## src/rtl/script_pkg.sv

```systemverilog
// -----------------------------------------------------------------------------
// script_pkg
// Shared definitions for the kitchen script engine: line opcodes, jump
// condition modes, jump signal selects and the sequencer FSM encoding.
// The jump unit imports the same constants so both sides agree on the
// meaning of a line's func / i_sign fields.
// -----------------------------------------------------------------------------
package script_pkg;

   // Line opcodes (byte0[2:0]); 100/101/110 are undefined.
   localparam logic [2:0] OP_NOP  = 3'b000;
   localparam logic [2:0] OP_ACT  = 3'b001;
   localparam logic [2:0] OP_JMP  = 3'b010;
   localparam logic [2:0] OP_WAIT = 3'b011;
   localparam logic [2:0] OP_HALT = 3'b111;

   // Jump condition modes (byte0[4:3]).
   localparam logic [1:0] IF_MODE  = 2'b00;
   localparam logic [1:0] IFN_MODE = 2'b01;

   // Jump signal selects (byte0[7:5]).
   localparam logic [2:0] SIG_PLAYER_READY   = 3'd0;
   localparam logic [2:0] SIG_PLAYER_HASITEM = 3'd1;
   localparam logic [2:0] SIG_TARGET_READY   = 3'd2;
   localparam logic [2:0] SIG_TARGET_HASITEM = 3'd3;

   typedef enum logic [3:0] {
      ST_IDLE,
      ST_FETCH0,
      ST_FETCH1,
      ST_DECODE,
      ST_JMP1,
      ST_JMP2,
      ST_JMPCAP,
      ST_ACT,
      ST_WAIT,
      ST_HALT
   } seq_state_t;

endpackage

```

## src/rtl/script_wait_counter.sv

```systemverilog
// -----------------------------------------------------------------------------
// script_wait_counter
// Loadable down-counter for wait lines. done is high while the count is 1,
// i.e. in the last cycle of the wait.
//   clk, rst  : clock, asynchronous active-high reset
//   load      : load load_val (takes priority over dec)
//   load_val  : wait length in cycles
//   dec       : decrement by one (saturates at 0)
//   done      : count == 1
// -----------------------------------------------------------------------------
module script_wait_counter #(
   parameter int WAIT_W = 8
) (
   input  logic              clk,
   input  logic              rst,
   input  logic              load,
   input  logic [WAIT_W-1:0] load_val,
   input  logic              dec,
   output logic              done
);

   logic [WAIT_W-1:0] count;

   // NOTE: sequential state is assigned with non-blocking (<=) so every
   // register samples the values from before the clock edge.
   always_ff @(posedge clk or posedge rst) begin
      if (rst) begin
         count <= '0;
      end else if (load) begin
         count <= load_val;
      end else if (dec && (count != '0)) begin
         count <= count - WAIT_W'(1);
      end
   end

   assign done = (count == WAIT_W'(1));

endmodule

```

## src/rtl/script_sequencer.sv

```systemverilog
// -----------------------------------------------------------------------------
// script_sequencer
// Program counter and fetch/decode controller of the script engine. Fetches
// 2-byte lines (byte0 at even PC, byte1 at PC+1) from a synchronous ROM,
// then dispatches: jumps to the jump unit, actions to the action executor
// (valid/ready), waits and halts handled locally.
//   clk, rst        : clock, asynchronous active-high reset
//   start           : begin execution at PC 0 (accepted in IDLE/HALT only)
//   rom_addr/data   : script ROM; data arrives one cycle after the address
//   current_pc      : PC of the executing line
//   jump_*          : jump unit request; jump_next_pc is its registered answer
//   act_valid/code  : action request; act_ready completes it
//   busy/halted     : status
//   illegal         : sticky undefined-opcode flag
// -----------------------------------------------------------------------------
module script_sequencer
   import script_pkg::*;
#(
   parameter int PC_W   = 8,
   parameter int WAIT_W = 8
) (
   input  logic            clk,
   input  logic            rst,
   input  logic            start,
   output logic [PC_W-1:0] rom_addr,
   input  logic [7:0]      rom_data,
   output logic [PC_W-1:0] current_pc,
   output logic            jump_en,
   output logic [7:0]      jump_i_num,
   output logic [1:0]      jump_func,
   output logic [2:0]      jump_i_sign,
   input  logic [PC_W-1:0] jump_next_pc,
   output logic            act_valid,
   output logic [15:0]     act_code,
   input  logic            act_ready,
   output logic            busy,
   output logic            halted,
   output logic            illegal
);

   seq_state_t      state, state_nxt;
   logic [PC_W-1:0] pc, pc_nxt, pc_plus2;
   logic [7:0]      line_lo, line_hi;
   logic            lo_we, hi_we;
   logic            ill_set, ill_clr;
   logic            wait_load, wait_dec, wait_done;

   assign pc_plus2 = pc + PC_W'(2);

   always_ff @(posedge clk or posedge rst) begin
      if (rst) begin
         state   <= ST_IDLE;
         pc      <= '0;
         line_lo <= '0;
         line_hi <= '0;
         illegal <= 1'b0;
      end else begin
         state <= state_nxt;
         pc    <= pc_nxt;
         if (lo_we) line_lo <= rom_data;
         if (hi_we) line_hi <= rom_data;
         if (ill_clr)      illegal <= 1'b0;
         else if (ill_set) illegal <= 1'b1;
      end
   end

   // NOTE: every signal written here gets a default first, so no path
   // leaves it unassigned and no latch is inferred.
   always_comb begin
      state_nxt = state;
      pc_nxt    = pc;
      lo_we     = 1'b0;
      hi_we     = 1'b0;
      ill_set   = 1'b0;
      ill_clr   = 1'b0;
      wait_load = 1'b0;
      wait_dec  = 1'b0;
      case (state)
         ST_IDLE, ST_HALT: begin
            if (start) begin
               pc_nxt    = '0;
               ill_clr   = 1'b1;
               state_nxt = ST_FETCH0;
            end
         end
         ST_FETCH0: state_nxt = ST_FETCH1;
         ST_FETCH1: begin
            lo_we     = 1'b1;
            state_nxt = ST_DECODE;
         end
         ST_DECODE: begin
            // byte1 is on rom_data right now; dispatch uses it directly.
            hi_we = 1'b1;
            case (line_lo[2:0])
               OP_NOP: begin
                  pc_nxt    = pc_plus2;
                  state_nxt = ST_FETCH0;
               end
               OP_ACT:  state_nxt = ST_ACT;
               OP_JMP:  state_nxt = ST_JMP1;
               OP_HALT: state_nxt = ST_HALT;
               OP_WAIT: begin
                  if (rom_data == 8'd0) begin
                     pc_nxt    = pc_plus2;
                     state_nxt = ST_FETCH0;
                  end else begin
                     wait_load = 1'b1;
                     state_nxt = ST_WAIT;
                  end
               end
               default: begin
                  ill_set   = 1'b1;
                  pc_nxt    = pc_plus2;
                  state_nxt = ST_FETCH0;
               end
            endcase
         end
         ST_JMP1: state_nxt = ST_JMP2;
         ST_JMP2: state_nxt = ST_JMPCAP;
         ST_JMPCAP: begin
            // Jump unit result is valid this cycle only; it reverts after.
            pc_nxt    = jump_next_pc;
            state_nxt = ST_FETCH0;
         end
         ST_ACT: begin
            if (act_ready) begin
               pc_nxt    = pc_plus2;
               state_nxt = ST_FETCH0;
            end
         end
         ST_WAIT: begin
            wait_dec = 1'b1;
            if (wait_done) begin
               pc_nxt    = pc_plus2;
               state_nxt = ST_FETCH0;
            end
         end
         default: state_nxt = ST_IDLE;
      endcase
   end

   script_wait_counter #(
      .WAIT_W (WAIT_W)
   ) u_wait (
      .clk      (clk),
      .rst      (rst),
      .load     (wait_load),
      .load_val (WAIT_W'(rom_data)),
      .dec      (wait_dec),
      .done     (wait_done)
   );

   assign rom_addr    = (state == ST_FETCH1) ? pc + PC_W'(1) : pc;
   assign current_pc  = pc;
   assign jump_en     = (state == ST_JMP1) || (state == ST_JMP2);
   assign jump_i_num  = line_hi;
   assign jump_func   = line_lo[4:3];
   assign jump_i_sign = line_lo[7:5];
   assign act_valid   = (state == ST_ACT);
   assign act_code    = {line_hi, line_lo};
   assign halted      = (state == ST_HALT);
   assign busy        = (state != ST_IDLE) && (state != ST_HALT);

endmodule

```

## config.mk

```make
export PLATFORM = sky130hd
export DESIGN_NAME = script_sequencer
export DESIGN_NICKNAME = d
export VERILOG_FILES = /design/src/rtl/script_pkg.sv /design/src/rtl/script_wait_counter.sv /design/src/rtl/script_sequencer.sv
export SDC_FILE = /design/constraint.sdc
export NUM_CORES = 1
export LEC_CHECK = 0
export ABC_AREA = 1
export BUFFER_PORTS_ARGS = -buffer_cell sky130_fd_sc_hd__buf_2
export CAP_MARGIN = 20
export CORE_MARGIN = 5
export CORE_UTILIZATION = 30
export CTS_CLUSTER_DIAMETER = 100
export DETAILED_ROUTE_END_ITERATION = 16
export GPL_ROUTABILITY_DRIVEN = 0
export GPL_TIMING_DRIVEN = 0
export SLEW_MARGIN = 20
export SYNTH_ARGS = -nofsm -noshare
export SYNTH_HDL_FRONTEND = slang
export SYNTH_HIERARCHICAL = 1
export SYNTH_SLANG_ARGS = --single-unit
```

## constraint.sdc

```tcl
create_clock -name clk -period 4.9 [get_ports clk]
set_input_delay 0 -clock clk [delete_from_list [all_inputs] [get_ports clk]]
set_output_delay 0 -clock clk [all_outputs]
set_load 0.01 [all_outputs]
```

# Word-level counts from Yosys, hierarchy flattened

Index checks and enable logic that the tools add are counted.

Reductions and logical operators: 16
Add/subtract/negate cells: 3
Equal/unequal tests: 20
Multiplexer cells: 27

Operators by type and width:

| cell                                                                | count |
|---|---|
| 8-bit 2-to-1 mux                                                    | 7 |
| 8-bit one-hot mux with 5 select lines                               | 1 |
| 4-bit one-hot mux with 9 select lines                               | 1 |
| 4-bit by 3-bit == test with 1-bit output (second input constant)    | 4 |
| 4-bit 2-to-1 mux                                                    | 4 |
| 4-bit one-hot mux with 4 select lines                               | 1 |
| 8-bit one-hot mux with 2 select lines                               | 1 |
| 1-bit 2-to-1 mux                                                    | 12 |
| 8-bit by 1-bit adder with 8-bit output (second input constant)      | 1 |
| 8-bit by 2-bit adder with 8-bit output (second input constant)      | 1 |
| 4-bit by 2-bit == test with 1-bit output (second input constant)    | 2 |
| 4-bit == test (second input constant)                               | 2 |
| 8-bit by 1-bit == test with 1-bit output (second input constant)    | 1 |
| 8-bit zero test                                                     | 1 |
| 8-bit nonzero test                                                  | 1 |
| 8-bit by 1-bit subtractor with 8-bit output (second input constant) | 1 |
| 3-bit by 2-bit == test with 1-bit output (second input constant)    | 2 |
| 6-bit AND reduction                                                 | 1 |
| 5-bit nonzero test                                                  | 1 |
| 5-bit OR reduction                                                  | 1 |
| 4-bit by 1-bit == test with 1-bit output (second input constant)    | 1 |
| 4-bit zero test                                                     | 1 |
| 2-bit by 1-bit != test with 1-bit output (second input constant)    | 2 |
| 2-bit != test (second input constant)                               | 2 |
| 12 further kinds                                                    | 14 |

Register bits after elaboration: 37
Output and inout bits: 50
Bits of input ports: 20

# Logic depth before layout (Yosys ltp)

Gate-level depths: netlist of the first run.

Depth after elaboration: 6
Depth in mapped cells: 11

# Hierarchy

The synthesis of the first run kept the hierarchy.

By module, submodules not included:

| module              | area an instance (µm²) | cells an instance | sequential area each (µm²) | instances |
|---|---|---|---|---|
| script_sequencer    | 1924.3                 | 254               | 725.7                      | 1 |
| script_wait_counter | 646.9                  | 91                | 200.2                      | 1 |

# Worst setup path before layout of the first run

No wires, ideal clock.

Kind: reg2reg
Start: register state[0]
End: register u_wait.count[1]
Stages on the path, launching flop included: 9
Buffers on the path: 1
Library setup time: 120 ps
Required time: 4780 ps
Arrival time: 1547 ps
Slack: 3233 ps
Cell sequence: dfrtp_1 > nand2_4 > nor2_8 > nand2_4 > nor2_8 > clkbuf_1 > o21ai_0 > nand2_2 > o21ai_2

Elaborated cells between the ends (all ways): 7
Classes of those cells: eq/ne: 2; mux: 3; reduce/logical: 2

RTL lines:

| item                                                          | line                      | RTL |
|---|---|---|
| start, declared                                               | script_sequencer.sv:41    | `seq_state_t state, state_nxt;` |
| start signal, assigned                                        | script_sequencer.sv:58    | `state <= state_nxt;` |
| 4-bit by 2-bit == test with 1-bit output *                    | script_sequencer.sv:78    | `case (state)` |
| 1-bit 2-to-1 mux *                                            | script_sequencer.sv:78    |  |
| via wait_load                                                 | script_sequencer.sv:46    | `logic wait_load, wait_dec, wait_done;` |
| 8-bit 2-to-1 mux / 2-bit nonzero test (equally long branches) | n/a                       |  |
| end signal, assigned                                          | script_wait_counter.sv:30 | `count <= load_val;` |
| end signal, assigned                                          | script_wait_counter.sv:32 | `count <= count - WAIT_W'(1);` |
| end, declared                                                 | script_wait_counter.sv:22 | `logic [WAIT_W-1:0] count;` |

Mark *: on every way through the listed nets, which the timed path passes. The rest lies on a longest branch.
A chain may end at the register's enable or synchronous reset.

# Worst setup path in the final report of the first run

Start: register state[2]
End: register u_wait.count[2]

Same word-level chain as after synthesis.

==> results by group, run 1 <==
Placed design
  • Final HPWL DP: 5301 um
  • DP Worst Slack: 2.933 ns
  • Placed insts: 519
  • Placed cell areas: 3048 sq um
  • Port Buffer Count: 69

Worst setup path
  • Crit path max fanout: 10
  • Critical R2R Capture: u_wait/count[2]
  • Reg2Reg Setup Slack: 2.93 ns
  • Crit path from: state[2]
  • Slowest CP cell: dfrtp_1
  • Worst endpoint data arrival time: 2.14 ns
  • Worst Setup EP: u_wait/count[2]
  • Setup crit start kind: flip-flop
  • R2R cell count: 9
  • Reg-to-reg critical path startpoint: state[2]
  • Crit path cell chain: inv_1 > nand2_2 > nor2_8 > nand2_4 > nor2_8 > clkbuf_1 > o21ai_0 > nand2_2 > o21ai_2
  • CP max stage delay: 0.45 ns
  • Critical Path RT: 5.07 ns
  • Setup crit end kind: flip-flop
  • Setup Crit Path Kind: flip-flop to flip-flop

CTS
  • CTS max path bufs: 2
  • H-tree depth: 2
  • # hold bufs at CTS: 8
  • Post-CTS Resized: 0
  • Worst-skew pair later-pin latency: 0.29 ns
  • CTS root buf: clkbuf_8
  • CTS tree: yes
  • Clk pin slew, worst setup/hold paths: 0.08 ns
  • # clock sinks: 37
  • Post-CTS setup repair buffer count: 0
  • Inserted Clock Buffers: 5

Flow run
  • Max Cap Violations: 0

Timing
  • Setup TNS: 0 ns
  • Worst Clk Skew: 0.009267 ns
  • Final setup violation count: 0
  • Final min period: 1.970 ns
  • Fmax: 0.5076 GHz
  • Slew at the pin with the worst max-slew slack: 0.6830 ns
  • Final worst slack: 2.930 ns
  • RSZ-0062 raised after global routing: no
  • Hold slack: 0.01049 ns
  • Max Slew Vio Count: 0
  • Hold violation total from the final report: 0
  • Period utilization: 0.4020
  • Slew margin rel.: 0.5440

Die
  • Die Wd: 102.6 um
  • Die Y: 102.6 um
  • Area of the die: 10,520 sq um
  • Core footprint: 8299 sq um
  • Rows: 33
  • Starting Density: 0.3098
  • Io pins: 70

Layout
  • Post-Layout Cell Count: 535
  • P&R area growth vs syn: 26.18%
  • # diodes: 0
  • # fillers: 893
  • Final Util: 0.3909
  • Ratio of cells with drive above 1 in the final layout: 0.3233
  • Layout Nets: 454
  • Post-route cell area: 3244 sq um

Drt
  • DRC violations left: 0
  • Initial DRC count: 80
  • Routed len/inst: 12.63 um
  • Routed WL: 6758 um
  • Post-DR vias/cell: 4.507
  • Total vias in the final route: 2,411
  • Post-DRT Antenna Nets: 0
  • First-pass DRT Iterations: 4

Synth
  • Unique masters post-synth: 34
  • Seq/Total Area, Yosys: 0.3601
  • Top cells by count, synth: 102 x nand2_1, 37 x dfrtp_1, 35 x inv_1
  • Most frequent cell after synthesis: nand2_1
  • Most used flip-flop cell after synthesis: dfrtp_1
  • Synth warn: 6
  • Syn Area/Cell: 7.453 sq um
  • Synth async-reset ratio: 1.000
  • Yosys top cell area share: 0.3601
  • Synth Register Bits: 37
  • Cell count after synthesis: 345
  • Top cells by area, synth: dfrtp_1 36%, nand2_1 15%, nand3_1 5.5%
  • Mapped Area: 2571 sq um
  • Post-synth EDFFs: 0
  • Cell accounting for the most synthesized area: dfrtp_1
  • Post-synth net total: 370

Global routing
  • Initial antenna violation count: 0
  • Tot GR Track Use: 0.1346
  • Largest net degree at the start of global routing: 30
  • Vias in the first global route: 2,381
  • Total gr overflow: 0
  • First-pass GRT wire length: 11,390 um

Power
  • Power Total: 2.132 mW
  • Peak VDD IR: 0.1851 mV
  • P_leak: 1.734 nW
  • PwrDens: 657.0 nW/um^2

Outcome
  • Run status: completed

Worst hold path
  • Hold Path Class: primary input to flip-flop
-- registers in the layout, indices dropped and copies added, names as in the netlist --
name          flops
current_pc        8
illegal           1
jump_i_num        8
line_lo           8
state             4
u_wait/count      8
-- worst max-delay path: cells and delay by family, from the launching register on --
family / cells / cell delay (ns)
compound gates: 2 / 0.25
flops: 1 / 0.45
buf+inv: 2 / 0.49
simple gates: 5 / 0.66
-- logic make-up (layout without fill, tap and decap cells) --
kind of cell    Yosys count  count (layout)  share of synthesized area
compound gates           40              40                    0.09490
simple gates            198             198                     0.3869
xor+xnor                  6               6                    0.02044
mux                       1               1                   0.004379
buf+inv                  58             143                     0.1090
fa+ha+maj                 5               5                    0.02433
flops                    37              37                     0.3601
-- report_power, final --
part / switching, mW / internal [mW] / total [mW]
combinational: 0.739 / 0.500 / 1.24
clock: 0.114 / 0.166 / 0.281
sequential: 0.160 / 0.452 / 0.612
-- routing by layer --
metal  vias to the layer above  global-route usage  wire length (um)
met2                        62              0.2324              3219
li1                       1253                   -                 -
met5                         -                   0                 0
met1                      1092              0.1790              3102
met3                         4             0.02233               397
met4                         0             0.02422                38
-- worst min path at each step --
| stage | start | to | cells after the start |
|---|---|---|---|
| after global routing | rom_data[1] | jump_i_num[1] | 3 |
| after detailed placement | rst | u_wait/count[2] | 2 |
| after floorplan | rst | u_wait/count[0] | 1 |
| final | rom_data[1] | jump_i_num[1] | 3 |
| after global placement | rst | u_wait/count[2] | 2 |
| after CTS | rom_data[1] | jump_i_num[1] | 3 |
-- area by class of cell --
class                           instances  area [sq um]  share of cell area
Multi-Input combinational cell        250          1365              0.4207
Sequential cell                        37         925.9              0.2854
Timing Repair Buffer                   77         425.4              0.1311
Inverter                               39         146.4             0.04512
Buffer                                 19         133.9             0.04126
Tap cell                              105         131.4             0.04049
Clock buffer                            7         86.33             0.02661
Clock inverter                          1         30.03            0.009256
-- placed cells by master (no fill, tap or decap), types with 3 or more instances in the layout --
| master | Yosys | final |
|---|---|---|
| dlygate4sd3_1 | 0 | 8 |
| nor2_1 | 29 | 29 |
| ha_1 | 5 | 5 |
| nand2_1 | 102 | 102 |
| buf_2 | 2 | 71 |
| nand2_2 | 12 | 12 |
| nand3_2 | 3 | 3 |
| o21ai_0 | 17 | 17 |
| o21ai_1 | 8 | 8 |
| a21oi_1 | 4 | 4 |
| clkbuf_8 | 0 | 6 |
| inv_2 | 4 | 5 |
| xor2_1 | 4 | 4 |
| o21ai_2 | 6 | 6 |
| nand3_1 | 28 | 28 |
| nor2_2 | 6 | 6 |
| nand2_4 | 3 | 3 |
| inv_1 | 35 | 34 |
| clkbuf_1 | 2 | 3 |
| nor2_8 | 4 | 4 |
| dfrtp_1 | 37 | 37 |
| nand4_1 | 4 | 4 |
| buf_4 | 14 | 14 |
(Power assumes the default switching activity.)
==> run 2, diff against run 1 <==
clock period = 1.8 ns   (was 4.9 ns; I/O delays follow)
==> run 2 against run 1 <==
Against the previous run:
- sequential share of layout area shrank 0.74 points
- clock-buffer cell count is the same
- sequential power grew to 2.8 times the previous value
- total power grew to 2.8 times the previous value
- critical path type is now flip-flop to output pin
- critical endpoint is now rom_addr[6]
- largest cell class unchanged
==> results by group, run 2 (synthesis gave the netlist of run 1 again) <==
Outcome
  • Run status: completed (unchanged)

Worst setup path
  • Worst path most repeated cell: nor2_4
  • Setup crit end kind: output pin (was flip-flop)
  • Slowest CP cell: dfrtp_1 (unchanged)
  • WP buf/inv: 3 (was 2)
  • Critical Path RT: 1.80 ns (was 5.07 ns)
  • CP max stage delay: 0.34 ns (was 0.45 ns)
  • R2R cell count: 9 (unchanged)
  • Crit path cell chain: buf_6 > inv_2 > nor2_4 > nand2_8 > nor2_4 > nand3_2 > nor2_1 > xor2_1 > buf_2 (was inv_1 > nand2_2 > nor2_8 > nand2_4 > nor2_8 > clkbuf_1 > o21ai_0 > nand2_2 > o21ai_2)
  • Worst endpoint data arrival time: 1.71 ns (was 2.14 ns)
  • CP top delay family: simple AND/OR/NAND/NOR gates (unchanged)
  • Crit path from: state[1] (was state[2])
  • Setup Crit Path Kind: flip-flop to output pin (was flip-flop to flip-flop)
  • Crit path max fanout: 8 (was 10)
  • Setup crit start kind: flip-flop (unchanged)
  • Reg-to-reg critical path startpoint: state[3] (was state[2])
  • Worst path depth: 9 (unchanged)

Layout
  • P&R area growth vs syn: 30.41% (was 26.18%)
  • Commonest non-fill, non-tap cell in the layout: nand2_1 (unchanged)
  • Ratio of cells with drive above 1 in the final layout: 0.3624 (was 0.3233)
  • Layout Nets: 460 (was 454)
  • Most frequent cells in the layout: 102 x nand2_1, 71 x buf_2, 32 x dfrtp_1, 31 x inv_1, 27 x nand3_1 (was 102 x nand2_1, 71 x buf_2, 37 x dfrtp_1, 34 x inv_1, 29 x nor2_1)
  • # fillers: 883 (was 893)
  • Final Util: 0.4040 (was 0.3909)
  • # diodes: 0 (unchanged)

Timing
  • Slew margin rel.: 0.5481 (was 0.5440)
  • Period utilization: 0.9493
  • Fmax: 0.5852 GHz
  • Hold violation total from the final report: 0 (unchanged)
  • Worst Clk Skew: 0.009143 ns (was 0.009267 ns)
  • Final min period: 1.709 ns
  • Final worst slack: 0.09121 ns (was 2.930 ns)
  • Slew at the pin with the worst max-slew slack: 0.6769 ns (was 0.6830 ns)
  • Setup TNS: 0 ns (unchanged)
  • Max Slew Vio Count: 0 (unchanged)
  • Hold slack: 0.006982 ns (was 0.01049 ns)
  • Final setup violation count: 0 (unchanged)

Drt
  • First-pass DRT Iterations: 4 (unchanged)
  • Post-DR vias/cell: 4.499 (was 4.507)
  • DRC violations left: 0 (unchanged)
  • Post-DRT Antenna Nets: 0 (unchanged)
  • Initial DRC count: 68 (was 80)
  • Total vias in the final route: 2,434 (was 2,411)
  • Routed WL: 6816 um (was 6758 um)
  • Routed len/inst: 12.60 um (was 12.63 um)

Global routing
  • Total gr overflow: 0 (unchanged)
  • Vias in the first global route: 2,396 (was 2,381)
  • First-pass GRT wire length: 11,450 um (was 11,390 um)
  • Initial antenna violation count: 0 (unchanged)
  • Tot GR Track Use: 0.1352 (was 0.1346)
  • Largest net degree at the start of global routing: 30 (unchanged)

Worst hold path
  • Hold-critical path depth: 3 (unchanged)
  • Hold Crit Start: rom_data[1] (unchanged)
  • Hold Path Class: primary input to flip-flop (unchanged)

Placed design
  • Final HPWL DP: 5301 um (unchanged)
  • Port Buffer Count: 69 (unchanged)
  • DP Worst Slack: -0.1672 ns (was 2.933 ns)

Die
  • Die Y: 102.6 um (unchanged)
  • Io pins: 70 (unchanged)
  • Die Wd: 102.6 um (unchanged)
  • Rows: 33 (unchanged)
  • Core footprint: 8299 sq um (unchanged)
  • Starting Density: 0.3098 (unchanged)
  • Area of the die: 10,520 sq um (unchanged)

Power
  • Power Total: 5.971 mW (was 2.132 mW)
  • Peak VDD IR: 0.5175 mV (was 0.1851 mV)
  • PwrDens: 1781 nW/um^2 (was 657.0 nW/um^2)
  • P_leak: 1.770 nW (was 1.734 nW)

CTS
  • CTS root buf: clkbuf_8 (unchanged)
  • H-tree depth: 2 (unchanged)
  • CTS max path bufs: 2 (unchanged)
  • # clock sinks: 37 (unchanged)
  • Inserted Clock Buffers: 5 (unchanged)
  • Clk pin slew, worst setup/hold paths: 0.08 ns (about the same)
  • CTS tree: yes (unchanged)
  • Worst-skew pair later-pin latency: 0.29 ns (about the same)

Flow run
  • Max Cap Violations: 0 (unchanged)
[run 2: path summary, 6_finish.rpt]
kind / slack, ns / to
worst min-delay path: 0.007 / jump_i_num[1]
worst min register to register: 0.52 / line_lo[6]
worst max-delay path: 0.09 / rom_addr[6]
worst max register to register: 0.09 / u_wait/count[7]
max in group asynchronous: 0.95 / current_pc[2]
min in group asynchronous: 0.22 / u_wait/count[4]
[run 2: area by class of cell]
type	count	area, sq um	share of cell area
Multi-Input combinational cell	250	1411	0.4209
Sequential cell	37	932.1	0.2780
Timing Repair Buffer	83	470.5	0.1403
Inverter	39	152.6	0.04552
Buffer	19	138.9	0.04142
Tap cell	105	131.4	0.03918
Clock buffer	7	86.33	0.02575
Clock inverter	1	30.03	0.008955
[run 2: worst reg2reg max path, delay by kind of cell (launching register included)]
family / cells / cell delay (ns)
simple gates: 7 / 0.88
flops: 1 / 0.48
buf+inv: 2 / 0.26
[run 2: per-layer routing]
| layer | track usage | part of all wire | up-vias |
|---|---|---|---|
| li1 | - | - | 1265 |
| met1 | 0.1795 | 0.45 | 1109 |
| met2 | 0.2339 | 0.48 | 56 |
| met3 | 0.02233 | 0.055 | 4 |
| met4 | 0.02422 | 0.0056 | 0 |
| met5 | 0 | 0 | - |
[run 2: what timing repair did]
action                                  4_1_cts  5_1_grt
resized for setup                             8       13
hold buffers                                  8        0
endpoints found under the hold margin        46        0
buffers inserted                              4        2
endpoints found under the setup margin       10       18
pin swaps                                     2        3
[run 2: metrics by stage]
stage / instance area (sq um) / cells
final: 3353 / 541
after detailed placement: 3048 / 519
after global placement: 3048 / 519
after global routing: 3353 / 541
after floorplan: 2571 / 345
after CTS: 3294 / 539
[run 2: report_power, final]
part	leakage (nW)	switching (mW)	internal [mW]
Combinational	1.25	2.06	1.45
Clock	0.0585	0.312	0.452
Sequential	0.458	0.457	1.24
==> run 3, diff against run 2 <==
CORE_MARGIN = default   (was 5)
clock period = 1.6 ns   (was 1.8 ns; I/O delays follow)
==> run 3 against run 2 <==
Against the previous run:
- via count is 6.1% higher
- clock skew is 0.0011 ns higher
- clock power grew 10%
- combinational power rose by 26%
- critical endpoint is now u_wait/count[7]
- highest routed layer unchanged
==> results by group, run 3 (synthesis gave the netlist of run 1 again) <==
Power
  • PwrDens: 1980 nW/um^2 (was 1781 nW/um^2)
  • Combinational share of power: 0.617 (was 0.588)
  • Switching part of the total power: 0.4597 (was 0.4747)
  • Int Power: 3.866 mW (was 3.137 mW)
  • Clk pwr share: 0.118 (was 0.128)
  • P_leak: 1.904 nW (was 1.770 nW)
  • Peak VDD IR: 0.7868 mV (was 0.5175 mV)
  • Sequential Power Share: 0.265 (was 0.284)
  • Sw Pwr: 3.290 mW (was 2.834 mW)

Global routing
  • Initial antenna violation count: 0 (unchanged)
  • Largest net degree at the start of global routing: 30 (unchanged)
  • Vias in the first global route: 2,442 (was 2,396)
  • Tot GR Track Use: 0.1651 (was 0.1352)
  • Total gr overflow: 0 (unchanged)
  • First-pass GRT wire length: 11,630 um (was 11,450 um)

Worst setup path
  • Setup crit start kind: flip-flop (unchanged)
  • CP top delay family: simple AND/OR/NAND/NOR gates (unchanged)
  • WP buf/inv: 2 (was 3)
  • CP max stage delay: 0.45 ns (was 0.34 ns)
  • Crit path cell chain: buf_4 > nand2_4 > nor2_8 > nand2_4 > nor2_8 > inv_4 > or2_2 > nand3_2 > nand2_2 (was buf_6 > inv_2 > nor2_4 > nand2_8 > nor2_4 > nand3_2 > nor2_1 > xor2_1 > buf_2)
  • Worst endpoint data arrival time: 1.78 ns (was 1.71 ns)
  • Setup crit end kind: flip-flop (was output pin)
  • Setup Crit Path Kind: flip-flop to flip-flop (was flip-flop to output pin)
  • Slowest CP cell: dfrtp_2 (was dfrtp_1)
  • Crit path max fanout: 8 (unchanged)
  • Critical Path RT: 1.78 ns (was 1.80 ns)

Drt
  • Post-DRT Antenna Nets: 0 (unchanged)
  • Routed WL: 6983 um (was 6816 um)
  • DR WL met2: 3412 um (was 3305 um)
  • Routed len/inst: 12.36 um (was 12.60 um)
  • Met3 wire length: 297 um (was 373 um)
  • DRC violations left: 0 (unchanged)
  • Highest routed layer: met4 (unchanged)
  • Post-DR vias/cell: 4.570 (was 4.499)
  • Total vias in the final route: 2,582 (was 2,434)
  • First-pass DRT Iterations: 5 (was 4)
  • Initial DRC count: 82 (was 68)
  • Post-Route M1 WL: 3236 um (was 3099 um)

Timing
  • RSZ-0062 raised after global routing: yes
  • Fmax: 0.6279 GHz
  • Final setup violation count: 0 (unchanged)
  • Worst Clk Skew: 0.01028 ns (was 0.009143 ns)
  • Slew margin rel.: 0.5728 (was 0.5481)
  • Period utilization: 0.9954
  • Max Slew Vio Count: 0 (unchanged)
  • Slew at the pin with the worst max-slew slack: 0.6399 ns (was 0.6769 ns)
  • Hold violation total from the final report: 0 (unchanged)
  • Final min period: 1.593 ns

Layout
  • Final Util: 0.4376 (was 0.4040)
  • # diodes: 0 (unchanged)
  • Ratio of cells with drive above 1 in the final layout: 0.4174 (was 0.3624)
  • P&R area growth vs syn: 40.54% (was 30.41%)
  • Most frequent cells in the layout: 100 x nand2_1, 68 x buf_2, 43 x buf_4, 31 x dfrtp_1, 29 x inv_1 (was 102 x nand2_1, 71 x buf_2, 32 x dfrtp_1, 31 x inv_1, 27 x nand3_1)
  • Layout Nets: 484 (was 460)
  • Commonest non-fill, non-tap cell in the layout: nand2_1 (unchanged)
  • Post-Layout Cell Count: 565 (was 541)

CTS
  • Worst-skew pair later-pin latency: 0.29 ns (about the same)
  • CTS tree: yes (unchanged)
  • CTS root buf: clkbuf_8 (unchanged)
  • CTS max path bufs: 2 (unchanged)
  • H-tree depth: 2 (unchanged)
  • Inserted Clock Buffers: 5 (unchanged)
  • # clock sinks: 37 (unchanged)
  • Clk pin slew, worst setup/hold paths: 0.08 ns (about the same)

Worst hold path
  • Hold Path Class: primary input to flip-flop (unchanged)

Outcome
  • Run status: completed (unchanged)

Placed design
  • Final HPWL DP: 4979 um (was 5301 um)
  • Port Buffer Count: 69 (unchanged)
  • Placed insts: 519 (unchanged)

Die
  • Die Wd: 94.58 um (was 102.6 um)
  • Core footprint: 8258 sq um (was 8299 sq um)
  • Io pins: 70 (unchanged)
  • Die Y: 94.58 um (was 102.6 um)
  • Rows: 33 (unchanged)
  • Area of the die: 8945 sq um (was 10,520 sq um)
  • Starting Density: 0.3114 (was 0.3098)

Flow run
  • Max Cap Violations: 0 (unchanged)
-- run 3: changes by cell type in the layout (fill, tap and decap cells not counted), sizes merged --
cell,previous run,this run
inv,38,39
clkinvlp,1,0
nor2,41,42
buf,92,116
dlygate4sd3,8,7
-- run 3: power by group through the flow --
| stage | sequential, mW | combinational [mW] | clock [mW] |
|---|---|---|---|
| floorplan | 1.94 | 2.58 | 0 |
| global placement | 1.90 | 3.71 | 0 |
| detailed placement | 1.92 | 3.76 | 0 |
| CTS | 1.88 | 4.25 | 0.879 |
| global route | 1.97 | 4.96 | 0.913 |
| finish | 1.89 | 4.42 | 0.844 |
-- run 3: path summary, 6_finish.rpt --
kind	cells after the start	startpoint	slack [ns]	endpoint
max	9	state[0]	0.007	u_wait/count[7]
min	3	rom_data[1]	0.02	jump_i_num[1]
max reg2reg	9	state[0]	0.007	u_wait/count[7]
min reg2reg	2	jump_i_num[1]	0.52	jump_i_num[1]
max in group asynchronous	3	rst	0.80	state[3]
min in group asynchronous	3	rst	0.23	u_wait/count[4]
-- run 3: metal layers --
| layer | vias up | track usage |
|---|---|---|
| met1 | 1206 | 0.2188 |
| met2 | 65 | 0.2784 |
| met4 | 0 | 0.04545 |
| met3 | 4 | 0.02576 |
| met5 | - | 0 |
| li1 | 1307 | - |
-- run 3: per-stage QoR --
step                      hold slack, ns  power, mW  TNS [ns]  worst slack, ns  cell area, sq um
final                            0.01514      7.156         0         0.007295              3613
after global routing             0.01319      7.841   -0.8931          -0.1014              3613
after CTS                       0.004038      7.004  -0.01204         -0.01204              3425
after detailed placement       -0.002006      5.680    -1.467          -0.1808              3050
after global placement          -0.01112      5.614    -1.002          -0.1590              3050
after floorplan                  -0.1843      4.519         0         0.002897              2574
-- run 3: area by class of cell --
type / instances / area (sq um)
tap: 105 / 131.4
timing repair buffer: 108 / 683.2
clock buffer: 7 / 86.33
inverter: 39 / 153.9
buffer: 17 / 146.4
clock inverter: 1 / 30.03
sequential: 37 / 933.4
multi-input combinational: 251 / 1449
fill: 857 / 4644
-- run 3: repair_timing --
action | in CTS | in global routing
endpoints found under the hold margin | 44 | 0
pin swaps | 10 | 14
gates resized for setup | 20 | 17
buffers inserted | 16 | 15
hold buffers | 7 | 0
setup endpoints to repair | 23 | 31
cloned | 1 | 1
-- run 3: worst min-delay path: cells and delay by family --
family,cells,cell delay (ns)
buf+inv,2,0.18
compound gates,1,0.07
